File: src/rtl/clk_div_pkg.sv
// Shared definitions for the programmable clock-enable divider.
// Holds the handshake FSM state encoding and the default divide width and
// reset divide value used by clk_div_ctrl, clk_en_counter and the interface.
package clk_div_pkg;

    localparam int DIV_W_DEF     = 8;
    localparam int RESET_DIV_DEF = 7;

    typedef enum logic [1:0] {
        IDLE = 2'd0,
        WAIT = 2'd1,
        ACK  = 2'd2
    } state_e;

endpackage : clk_div_pkg

File: src/rtl/clk_div_ctrl_if.sv
// Configuration and status bundle for clk_div_ctrl.
// master (requester): drives cfg_req/cfg_div and observes cfg_ack, busy,
//                     cur_div and clk_en.
// slave  (divider)  : the reverse directions.
interface clk_div_ctrl_if
    import clk_div_pkg::*;
#(
    parameter int DIV_W = DIV_W_DEF
);
    logic             cfg_req;
    logic [DIV_W-1:0] cfg_div;
    logic             cfg_ack;
    logic             busy;
    logic [DIV_W-1:0] cur_div;
    logic             clk_en;

    modport master (
        output cfg_req, cfg_div,
        input  cfg_ack, busy, cur_div, clk_en
    );

    modport slave (
        input  cfg_req, cfg_div,
        output cfg_ack, busy, cur_div, clk_en
    );
endinterface : clk_div_ctrl_if

File: src/rtl/clk_en_counter.sv
// Period counter for the clock-enable divider.
// Ports:
//   clk, rst  : clock and synchronous active-high reset
//   load      : replace the divide field and restart the period (asserted
//               only on a terminal cycle, so periods are never cut short)
//   load_div  : divide field to load
//   cur_div   : divide field currently in effect
//   terminal  : high in the last cycle of a period (cnt == cur_div)
module clk_en_counter
    import clk_div_pkg::*;
#(
    parameter int DIV_W     = DIV_W_DEF,
    parameter int RESET_DIV = RESET_DIV_DEF
) (
    input  logic             clk,
    input  logic             rst,
    input  logic             load,
    input  logic [DIV_W-1:0] load_div,
    output logic [DIV_W-1:0] cur_div,
    output logic             terminal
);

    logic [DIV_W-1:0] cnt_r;
    logic [DIV_W-1:0] cur_div_r;

    // Period counter and active divide field.
    always_ff @(posedge clk) begin
        if (rst) begin
            cnt_r     <= {DIV_W{1'b0}};
            cur_div_r <= DIV_W'(RESET_DIV);
        end else if (load) begin
            cnt_r     <= {DIV_W{1'b0}};
            cur_div_r <= load_div;
        end else if (cnt_r == cur_div_r) begin
            cnt_r     <= {DIV_W{1'b0}};
        end else begin
            cnt_r     <= cnt_r + {{(DIV_W-1){1'b0}}, 1'b1};
        end
    end

    // Terminal decode uses registers only, so clk_en has no input path.
    always_comb begin
        terminal = (cnt_r == cur_div_r);
        cur_div  = cur_div_r;
    end

endmodule : clk_en_counter

File: src/rtl/clk_div_ctrl.sv
// Runtime-programmable clock-enable divider controller.
// Emits a one-cycle clk_en strobe every (cur_div+1) cycles. A new divide
// field is requested with a 4-phase cfg_req/cfg_ack handshake and applied
// only at a period boundary.
// Ports:
//   clk, rst : single clock, synchronous active-high reset
//   cpu_idle : (only with CLK_DIV_CTRL_IDLE_GATE_EN) suppress clk_en for
//              whole periods while the CPU is idle
//   bus      : clk_div_ctrl_if.slave (cfg_req, cfg_div, cfg_ack, busy,
//              cur_div, clk_en)
// Optional feature macro: CLK_DIV_CTRL_IDLE_GATE_EN
module clk_div_ctrl
    import clk_div_pkg::*;
#(
    parameter int DIV_W     = DIV_W_DEF,
    parameter int RESET_DIV = RESET_DIV_DEF
) (
    input  logic           clk,
    input  logic           rst,
`ifdef CLK_DIV_CTRL_IDLE_GATE_EN
    input  logic           cpu_idle,
`endif
    clk_div_ctrl_if.slave  bus
);

    state_e           state_r;
    state_e           state_nxt_s;
    logic [DIV_W-1:0] pend_div_r;
    logic             terminal_s;
    logic             load_s;
    logic             busy_s;
    logic             ack_s;
    logic [DIV_W-1:0] cur_div_s;

    clk_en_counter #(
        .DIV_W     (DIV_W),
        .RESET_DIV (RESET_DIV)
    ) u_counter (
        .clk      (clk),
        .rst      (rst),
        .load     (load_s),
        .load_div (pend_div_r),
        .cur_div  (cur_div_s),
        .terminal (terminal_s)
    );

    // Handshake state register.
    always_ff @(posedge clk) begin
        if (rst) begin
            state_r <= IDLE;
        end else begin
            state_r <= state_nxt_s;
        end
    end

    // Capture the requested divide once; later cfg_div changes are ignored.
    always_ff @(posedge clk) begin
        if (rst) begin
            pend_div_r <= {DIV_W{1'b0}};
        end else if ((state_r == IDLE) && bus.cfg_req) begin
            pend_div_r <= bus.cfg_div;
        end else begin
            pend_div_r <= pend_div_r;
        end
    end

    // Next-state logic. A request dropped during WAIT is still completed.
    always_comb begin
        state_nxt_s = state_r;
        case (state_r)
            IDLE: begin
                if (bus.cfg_req) begin
                    state_nxt_s = WAIT;
                end else begin
                    state_nxt_s = IDLE;
                end
            end
            WAIT: begin
                if (terminal_s) begin
                    state_nxt_s = ACK;
                end else begin
                    state_nxt_s = WAIT;
                end
            end
            ACK: begin
                if (!bus.cfg_req) begin
                    state_nxt_s = IDLE;
                end else begin
                    state_nxt_s = ACK;
                end
            end
            default: begin
                state_nxt_s = IDLE;
            end
        endcase
    end

    // FSM outputs decoded from the state register.
    always_comb begin
        load_s = 1'b0;
        busy_s = 1'b0;
        ack_s  = 1'b0;
        case (state_r)
            IDLE: begin
                busy_s = 1'b0;
            end
            WAIT: begin
                busy_s = 1'b1;
                load_s = terminal_s;
            end
            ACK: begin
                busy_s = 1'b1;
                ack_s  = 1'b1;
            end
            default: begin
                busy_s = 1'b0;
            end
        endcase
    end

`ifdef CLK_DIV_CTRL_IDLE_GATE_EN
    logic gate_r;

    // Gate flag changes only on terminal cycles, so gating is whole-period.
    always_ff @(posedge clk) begin
        if (rst) begin
            gate_r <= 1'b0;
        end else if (terminal_s) begin
            gate_r <= cpu_idle;
        end else begin
            gate_r <= gate_r;
        end
    end

    assign bus.clk_en = terminal_s & ~gate_r;
`else
    assign bus.clk_en = terminal_s;
`endif

    assign bus.cfg_ack = ack_s;
    assign bus.busy    = busy_s;
    assign bus.cur_div = cur_div_s;

endmodule : clk_div_ctrl

File: src/flat_wrapper.sv
// flat-port wrapper written by rule: the top's interface ports become plain ports
module clk_div_ctrl_flat import clk_div_pkg::*;
#(
    parameter int DIV_W     = DIV_W_DEF,
    parameter int RESET_DIV = RESET_DIV_DEF
)
  (clk, rst, bus_cfg_req, bus_cfg_div, bus_cfg_ack, bus_busy, bus_cur_div, bus_clk_en);
  clk_div_ctrl_if #(.DIV_W(DIV_W)) bus_i ();
  input  logic clk;
  input  logic rst;
  input wire logic [$bits(bus_i.cfg_req)-1:0] bus_cfg_req;
  input wire logic [$bits(bus_i.cfg_div)-1:0] bus_cfg_div;
  output wire logic [$bits(bus_i.cfg_ack)-1:0] bus_cfg_ack;
  output wire logic [$bits(bus_i.busy)-1:0] bus_busy;
  output wire logic [$bits(bus_i.cur_div)-1:0] bus_cur_div;
  output wire logic [$bits(bus_i.clk_en)-1:0] bus_clk_en;
  assign bus_i.cfg_req = bus_cfg_req;
  assign bus_i.cfg_div = bus_cfg_div;
  assign bus_cfg_ack = bus_i.cfg_ack;
  assign bus_busy = bus_i.busy;
  assign bus_cur_div = bus_i.cur_div;
  assign bus_clk_en = bus_i.clk_en;
  clk_div_ctrl #(.DIV_W(DIV_W), .RESET_DIV(RESET_DIV)) u_core (.clk(clk), .rst(rst), .bus(bus_i));
endmodule
File: config.mk
export PLATFORM = sky130hd
export DESIGN_NAME = clk_div_ctrl_flat
export DESIGN_NICKNAME = d
export VERILOG_FILES = /design/src/rtl/clk_div_pkg.sv /design/src/rtl/clk_div_ctrl_if.sv /design/src/rtl/clk_en_counter.sv /design/src/rtl/clk_div_ctrl.sv /design/src/flat_wrapper.sv
export SDC_FILE = /design/constraint.sdc
export NUM_CORES = 1
export LEC_CHECK = 0
export BUFFER_PORTS_ARGS = -buffer_cell sky130_fd_sc_hd__buf_2
export CORE_MARGIN = 1
export CORE_UTILIZATION = 48
export DETAILED_ROUTE_END_ITERATION = 12
export GPL_TIMING_DRIVEN = 0
export PLACE_DENSITY_LB_ADDON = 0.25
export SYNTH_ARGS = -nofsm -noshare
export SYNTH_HDL_FRONTEND = slang
export SYNTH_SLANG_ARGS = --single-unit
File: constraint.sdc
create_clock -name clk -period 1.3 [get_ports clk]
set_input_delay 0.13 -clock clk [delete_from_list [all_inputs] [get_ports clk]]
set_output_delay 0.13 -clock clk [all_outputs]
set_load 0.02 [all_outputs]
== After elaboration in Yosys (flattened, before gate mapping) ==
Cells that the tools add are included.

* Equal/unequal tests: 3
* Multiply operators: 0
* Div/mod/pow operators: 0
* Bitwise gates (word level): 0
* Mux-type cells: 7
* Magnitude comparators: 0
* Shift operators: 0
* Add/sub/neg operators: 1
* Reduce and logical (&&, ||, !) cells: 4

{| class="wikitable"
|+ Operators with widths
! kind !! count
|-
| $add A8 B1 Y8 const B || 1
|-
| $eq A8 B8 Y1 || 1
|-
| $pmux W2 S3 || 1
|-
| $mux W1 || 4
|-
| $mux W2 || 2
|-
| $reduce_or A3 Y1 || 1
|-
| $eq A2 B1 Y1 const B || 1
|-
| $eq A2 B2 Y1 const B || 1
|-
| $logic_not A2 Y1 || 1
|-
| $reduce_or A2 Y1 || 1
|-
| $logic_and A1 B1 Y1 || 1
|}

* Word-level logic and storage cells: 19
* Memory bits (writable): 0
* Output and inout bits: 11
* Input port bits: 11
* Memories: 0
* Register bits after elaboration: 26
* Latch bits: 0
* Memory bits (read-only): 0

== Longest topological paths before layout ==
Gate-level depths: netlist of the first run.

* Word-level depth: 3
* Depth in mapped cells: 6
* Gate-level depth less buffers: 5

== Cells and area by module ==
From an unflattened synthesis of the first run, not the netlist that was laid out.

* Cell total of the unflattened synthesis: 123
* Area total of the unflattened synthesis: 1251.2 µm²

{| class="wikitable"
|+ By module, submodules not included
! module !! area an instance (µm²) !! instances !! cells an instance !! sequential area each (µm²)
|-
| clk_en_counter || 739.5 || 1 || 72 || 320.3
|-
| clk_div_ctrl || 511.7 || 1 || 51 || 200.2
|}

== Least setup slack after synthesis of the first run ==
OpenSTA, ideal clock, no wires.

* Kind: reg2reg
* From: register u_core.u_counter.cur_div_r[0] (netlist: u_core.u_counter.cur_div[0])
* To: register u_core.u_counter.cur_div_r[0] (netlist: u_core.u_counter.cur_div[0])
* Path slack: -0.075 ns
* Library setup time: 0.072 ns
* Arrival: 1.303 ns
* Period minus slack after synthesis: 1.375 ns
* Stages on the path, launching flop included: 6
* Buffers on the path: 1
* Cells stage by stage: dfxtp_1 -> xnor2_2 -> nand4_2 -> nor3_2 -> buf_6 -> mux2i_1

* Longest elaborated chain between the ends: 2

{| class="wikitable"
|+ RTL lines
! element !! line !! source
|-
| start: declaration || clk_en_counter.sv:24 || <nowiki>logic [DIV_W-1:0] cur_div_r;</nowiki>
|-
| start signal: assignment || clk_en_counter.sv:30 || <nowiki>cur_div_r <= DIV_W'(RESET_DIV);</nowiki>
|-
| start signal: assignment || clk_en_counter.sv:33 || <nowiki>cur_div_r <= load_div;</nowiki>
|-
| $eq A8 B8 Y1 || clk_en_counter.sv:43 || <nowiki>terminal = (cnt_r == cur_div_r);</nowiki>
|-
| $mux W1 || clk_div_ctrl.sv:103 || <nowiki>case (state_r)</nowiki>
|}

Every way passes these cells.
A chain may end at the register's enable or synchronous reset.

== Worst setup path in the final report of the first run ==
* From: register u_core.u_counter.cnt_r[0]
* To: output port bus_clk_en

* Longest elaborated chain between the ends: 1

{| class="wikitable"
|+ RTL lines
! element !! line !! source
|-
| start: declaration || clk_en_counter.sv:23 || <nowiki>logic [DIV_W-1:0] cnt_r;</nowiki>
|-
| start signal: assignment || clk_en_counter.sv:29 || <nowiki>cnt_r <= {DIV_W{1'b0}};</nowiki>
|-
| start signal: assignment || clk_en_counter.sv:32 || <nowiki>cnt_r <= {DIV_W{1'b0}};</nowiki>
|-
| start signal: assignment || clk_en_counter.sv:35 || <nowiki>cnt_r <= {DIV_W{1'b0}};</nowiki>
|-
| $eq A8 B8 Y1 || clk_en_counter.sv:43 ||
|-
| end: declaration || flat_wrapper.sv:16 || <nowiki>output wire logic [$bits(bus_i.clk_en)-1:0] bus_clk_en;</nowiki>
|}

Every way passes these cells.

==> results of run 1 <==
-- cells in the final DEF (no fill, tap or decap), types with 3 or more instances in the layout --
cell type,instances
a21oi_1,8
buf_2,17
buf_4,11
buf_6,5
clkbuf_1,3
clkbuf_4,3
dfxtp_1,8
dfxtp_2,8
dfxtp_4,10
ha_1,3
inv_1,3
mux2i_1,8
nand2_1,8
nand2b_1,10
nand3_1,13
nor2_1,14
xnor2_2,3
xnor2_4,5
xor2_1,5
-- power by group through the flow --
stage | Clock, mW | Combinational [mW] | Sequential [mW]
2_1_floorplan | 0 | 0.101 | 0.861
3_3_place_gp | 0 | 0.133 | 0.866
3_5_place_dp | 0 | 0.138 | 0.867
4_1_cts | 0.569 | 0.160 | 0.848
5_1_grt | 0.605 | 0.236 | 0.839
6_report | 0.560 | 0.214 | 0.836
-- registers in the layout (all words and copies together), names as in the netlist --
register	count
u_core.u_counter.cur_div	8
u_core.u_counter.cnt_r	8
u_core.state_r	2
u_core.pend_div_r	8
-- path summary, 6_finish.rpt --
check | end | slack [ns] | start
setup / recovery | bus_clk_en | -0.16 | u_core.u_counter.cnt_r[0]
hold / removal | u_core.pend_div_r[0] | 0.04 | bus_cfg_div[0]
setup reg to reg | u_core.u_counter.cur_div[6] | -0.12 | u_core.u_counter.cnt_r[0]
hold reg to reg | u_core.u_counter.cur_div[3] | 0.46 | u_core.pend_div_r[3]
-- worst max-delay path, cell delays in order, from the launching register on --
cell and delay (ns):
dfxtp_4 0.39, xnor2_4 0.18, nand4_4 0.16, nor2_2 0.14
buf_6 0.12
-- layout make-up --
class	instances	area, µm²	area share (%)
buffer	4	22.5	1.33
clock buffer	3	22.5	1.33
clock inverter	1	30.0	1.78
inverter	4	15.0	0.889
multi-input combinational	93	783	46.4
sequential	26	568	33.6
tap	28	35.0	2.07
timing repair buffer	32	213	12.6
-- kinds of logic after synthesis --
group	count (synthesis)	synth area share, %
AND/OR/NAND/NOR	54	22.9
flip-flops	26	43.2
XOR/XNOR	14	12.7
AO/OA/AOI/OAI	12	5.92
buffers and inverters	9	3.43
multiplexers	8	6.65
adder cells (fa/ha/maj)	5	5.19
-- per-stage QoR --
stage / hold WS, ns / power [mW]
after floorplan: 0.277 / 0.962
after global placement: 0.382 / 0.999
after detailed placement: 0.394 / 1.01
after CTS: 0.0342 / 1.58
after global routing: 0.0351 / 1.68
final: 0.0392 / 1.61
-- timing repair --
action / CTS / global route
setup buffers: 5 / 7
cloned: 1 / 0
setup endpoints to repair: 28 / 21
resized for setup: 24 / 24
pin swaps: 7 / 18
-- layer usage --
layer	track usage, %	share of wire, %	up-vias	wire, µm
li1	-	-	493	-
met1	23.7	44	476	1130
met2	34.6	52	19	1360
met3	3.51	2.4	4	61
met4	9.46	1.4	0	35
met5	0	0	-	0
==> impl_metrics.tcl, run 1 <==
set metrics [dict create \
    drive_gt1_share_pct 45.4 \
    p_int_mw 1.23 \
    place_area_mm2 0.00135 \
    ys_types 23 \
    place_ws_ns -0.147 \
    min_path_cells 3 \
    status "complete, but fails checks" \
    clock_tree.buffer_depth 2 \
    ys_ff_latch 26 \
    cp-end-kind "output port" \
    stdcell_area_mm2 0.00169 \
    crit_arrival_ns 1.33 \
    clkSinkCount 26 \
    min_period_ns 1.46 \
    clockRootBuffer "clkbuf_4" \
    critPathMaxFanout 4 \
    syn-cell-area_mm2 0.00120 \
    ant_nets 0 \
    clk_latency_ns 0.33 \
    crit_type "reg -> out" \
    dr.pass1.iters 6 \
    yosys-top-cells-area "dfxtp_1 43%, mux2i_1 6.6%, nand3_1 5.4%" \
    start_util_pct 52.5 \
    seq_area_frac_synth_pct 43.2 \
    vias 992 \
    core-area_mm2 0.00230 \
    dieWidth_um 52.1 \
    first_iter_violations 21 \
    portBuffers 20 \
    fin_cells 191 \
    hp-class "in -> reg" \
    max_slew_margin_pct 69.0 \
    r2r_cells 5 \
    synth_top_area_share_pct 43.2 \
    synth_ff_type "dfxtp_1" \
    netlist_instances 128 \
    violations "negative setup slack" \
    grt_start_max_net_pins 16 \
    htree_num_levels 1 \
    worst_slack_ns -0.158 \
    final_nets 180 \
    fin_util_pct 73.5 \
    p_clk_share_pct 34.8 \
    fp.dieArea_mm2 0.00271 \
    cp.required_ns 1.17 \
    clk_pin_slew_worst_paths_ns 0.15 \
    tns_ns -0.958 \
    synth_edf_count 0 \
    die_h_um 52.1 \
    yosys-top-cells-count "26 x dfxtp_1, 16 x nor2_1, 13 x nand3_1" \
    ctsHoldBuffers 0 \
    startpoint_type "register" \
    slew_violations 0 \
    fin_crit_sh_pct 112 \
    hold_violations 0 \
    sw_frac_of_total_pct 23.5 \
    grt_first_pass_wirelength_um 3870 \
    rsz0062_at_grt "yes" \
    ys_async_sr_fraction_pct 0 \
    pwr-share-comb_pct 13.3 \
    synth.avg_cell_area_um2 9.41 \
    n_fill_cell 169 \
    synth-warning-count 0 \
    routed_wl_um 2590 \
    syn_nets 144 \
    cts_made_buffers 3 \
    synthToLayoutAreaGrowth_pct 40.2 \
    grt_antenna_before_repair 0 \
    grtUsageTotal_pct 20.0 \
    dpl.hpwl_um 1650 \
    num_rows 17 \
    cts_tree "done" \
    grt-ovfl-total 0 \
    dp_cells 176 \
    leakagePower_nw 0.648 \
    cap_violations 0 \
    first_global_vias 920 \
    clock_skew_ns 0.0120 \
    p_switching_mw 0.379 \
    tightest_slew_ns 0.466 \
    drc_errors 0 \
    p_seq_share_pct 51.9 \
    clock.fmax_ghz 0.686 \
    gp_congestion 0.734 \
    boundaryPins 22 \
    wl_per_cell_um 13.6 \
    synth_top_area_cell "dfxtp_1" \
    setup_viol 13 \
    p_per_area_mw_per_mm2 953 \
    n_antenna_cell 0 \
    vdd_drop_max_mv 0.827 \
    via_per_inst 5.19 \
    synth.most_common_cell "dfxtp_1" \
]
Power figures use the tool's default switching activity.
==> run 2: changes to the inputs <==
ABC_AREA = 1   (was unset)
==> run 2 against run 1 <==
The run ends with design-rule violations, negative setup slack left. Critical path depth grew 2. Global-route usage grew 0.28 points. Non-clock buffer count grew 1. Sequential share of layout area shrank 0.94 points. First-iteration DRC count grew 86%. Combinational power grew 8%. Sequential power grew 1%. Final area is essentially flat.
==> impl_metrics.tcl, run 2 <==
set metrics [dict create \
    status "complete, but fails checks" \
    violations "design-rule violations, negative setup slack" \
    fin_crit_sh_pct 111 \
    critPathMaxFanout 3 \
    seqCellArea_um2 552 \
    grt_antenna_before_repair 0 \
    vdd_drop_max_mv 0.706 \
    syn-cell-area_mm2 0.00123 \
    final_cell_mix "31 x nand2_1, 23 x inv_1, 19 x buf_2, 16 x nor2_1, 13 x buf_4" \
    min_period_ns 1.44 \
    r2r_slack_ns -0.09 \
    clockRootBuffer "clkbuf_4" \
    synth_ff_type "dfxtp_1" \
    clock_tree.buffer_depth 2 \
    core-area_mm2 0.00245 \
    timing.rr.end "u_core.u_counter.cur_div[1]" \
    crit_type "reg -> out" \
    synthToLayoutAreaGrowth_pct 36.8 \
    place_ws_ns -0.103 \
    portBuffers 21 \
    synth_top_area_cell "dfxtp_1" \
    busiest_layer "met2" \
    rr_startpoint "u_core.u_counter.cnt_r[7]" \
    die_h_um 52.7 \
    cts_tree "done" \
    yosys-top-cells-count "38 x nand2_1, 29 x inv_1, 26 x dfxtp_1" \
    cp-end-kind "output port" \
    wl_per_cell_um 12.0 \
    seq_area_frac_synth_pct 42.2 \
    p_per_area_mw_per_mm2 884 \
    n_antenna_cell 0 \
    worst_slack_ns -0.144 \
    grt_first_pass_wirelength_um 4060 \
    critPathMaxStageDelay_ns 0.37 \
    ctsHoldBuffers 0 \
    drc_errors 1 \
    ys_async_sr_fraction_pct 0 \
    dieWidth_um 52.7 \
    netlist_instances 169 \
    cp_slowest_cell "dfxtp_2" \
    clk_pin_slew_worst_paths_ns 0.15 \
    ys_types 20 \
    total_power_mw 1.49 \
    min_from "bus_cfg_div[1]" \
    yosys-top-cells-area "dfxtp_1 42%, nand2_1 12%, inv_1 8.8%" \
    synth.avg_cell_area_um2 7.30 \
    grtUsageMet2_pct 35.7 \
    clk_latency_ns 0.33 \
    vias 1180 \
    start_util_pct 50.3 \
    cp_cell_sequence "xnor2_2, nand2_2, nor2_8, nand2_4, inv_2, buf_6" \
    path_buf_inv 2 \
    n_fill_cell 195 \
    hold_end "u_core.pend_div_r[1]" \
    dr.pass1.iters 9 \
    leakagePower_nw 0.797 \
    ys_ff_latch 26 \
    grt_start_max_net_pins 15 \
    hold_violations 0 \
    clkSinkCount 26 \
    fp.dieArea_mm2 0.00278 \
    via_per_inst 4.96 \
    crit_family "flip-flops" \
    grtUsageMet3_pct 3.77 \
    hp-class "in -> reg" \
    grtUsageTotal_pct 20.3 \
    final_common_cell "nand2_1" \
    min_path_cells 3 \
    clock_skew_ns 0.0135 \
    timing.hold.ws_ns 0.0409 \
    grt-ovfl-total 0 \
    ant_nets 0 \
    first_iter_violations 39 \
    drive_gt1_share_pct 41.8 \
    clock.fmax_ghz 0.693 \
    synth_edf_count 0 \
    synth.most_common_cell "nand2_1" \
    tightest_slew_ns 0.417 \
    synth-warning-count 0 \
    first_global_vias 974 \
    boundaryPins 22 \
    r2r_cells 7 \
    cap_violations 0 \
    htree_num_levels 1 \
    rsz0062_at_grt "yes" \
    cts_made_buffers 3 \
    final_nets 225 \
    synth_top_area_share_pct 42.2 \
    crit_arrival_ns 1.31 \
    gp_congestion 0.710 \
    routed_wl_um 2860 \
    dpl.hpwl_um 1720 \
    slew_violations 0 \
    setup_viol 10 \
    grt_use_met1_pct 22.9 \
    tns_ns -0.618 \
    max_slew_margin_pct 72.2 \
    multi_input_area_um2 704 \
    startpoint_type "register" \
    syn_nets 185 \
    num_rows 18 \
    cp.required_ns 1.17 \
]
-- run 2: per-layer routing --
metal	up-vias	wire, µm	share of wire, %
li1	610	-	-
met1	541	1220	43
met2	25	1530	53
met3	4	84	2.9
met4	0	28	0.98
met5	-	0	0
-- run 2: report_power, final --
part / total, mW / switching (mW) / internal (mW)
combinational: 0.231 / 0.131 / 0.100
sequential: 0.845 / 0.0197 / 0.825
clock: 0.416 / 0.245 / 0.171
-- run 2: timing repair --
action | CTS | global route
gates cloned | 0 | 1
setup endpoints to repair | 28 | 23
resized for setup | 23 | 36
pin swaps | 5 | 12
buffers inserted | 5 | 8
-- run 2: cells by family (layout without fill, tap and decap cells) --
| kind of cell | after synthesis | count (layout) | synth area share (%) |
|---|---|---|---|
| flops | 26 | 26 | 42.2 |
| compound gates | 19 | 19 | 7.71 |
| xor+xnor | 5 | 5 | 3.55 |
| fa+ha+maj | 5 | 5 | 5.07 |
| buf+inv | 34 | 72 | 10.4 |
| simple gates | 80 | 81 | 31.0 |
-- run 2: worst register-to-register path, delay by kind of cell, from the launching register on --
| kind | cells | cell delay (ns) |
|---|---|---|
| buffers and inverters | 1 | 0.19 |
| and+or+nand+nor | 5 | 0.55 |
| DFF | 1 | 0.37 |
| xor gates and xnor gates | 1 | 0.16 |
-- run 2: final cells by class --
class	instances	area share, %
Sequential cell	26	32.7
Inverter	31	6.89
Multi-Input combinational cell	110	41.7
Timing Repair Buffer	34	13.3
Tap cell	30	2.22
Clock buffer	4	2.15
Buffer	3	0.964
-- run 2: worst max-delay path by stage --
stage | startpoint | end | slack [ns] | cells past startpoint
floorplan | u_core.u_counter.cur_div[1] | u_core.u_counter.cnt_r[2] | 0.002 | 7
global placement | u_core.state_r[0] | u_core.pend_div_r[4] | -0.06 | 6
detailed placement | u_core.state_r[0] | u_core.pend_div_r[4] | -0.10 | 6
CTS | u_core.u_counter.cnt_r[2] | bus_clk_en | -0.17 | 6
global route | u_core.u_counter.cur_div[5] | bus_clk_en | -0.19 | 8
finish | u_core.u_counter.cnt_r[7] | bus_clk_en | -0.14 | 6
-- run 2: metrics by stage --
stage,util [%],instance area [µm²],std cells
after floorplan,-,1230,169
after global placement,56.1,1380,220
after detailed placement,56.1,1380,220
after CTS,61.5,1510,229
after global routing,68.8,1690,238
final,68.8,1690,238
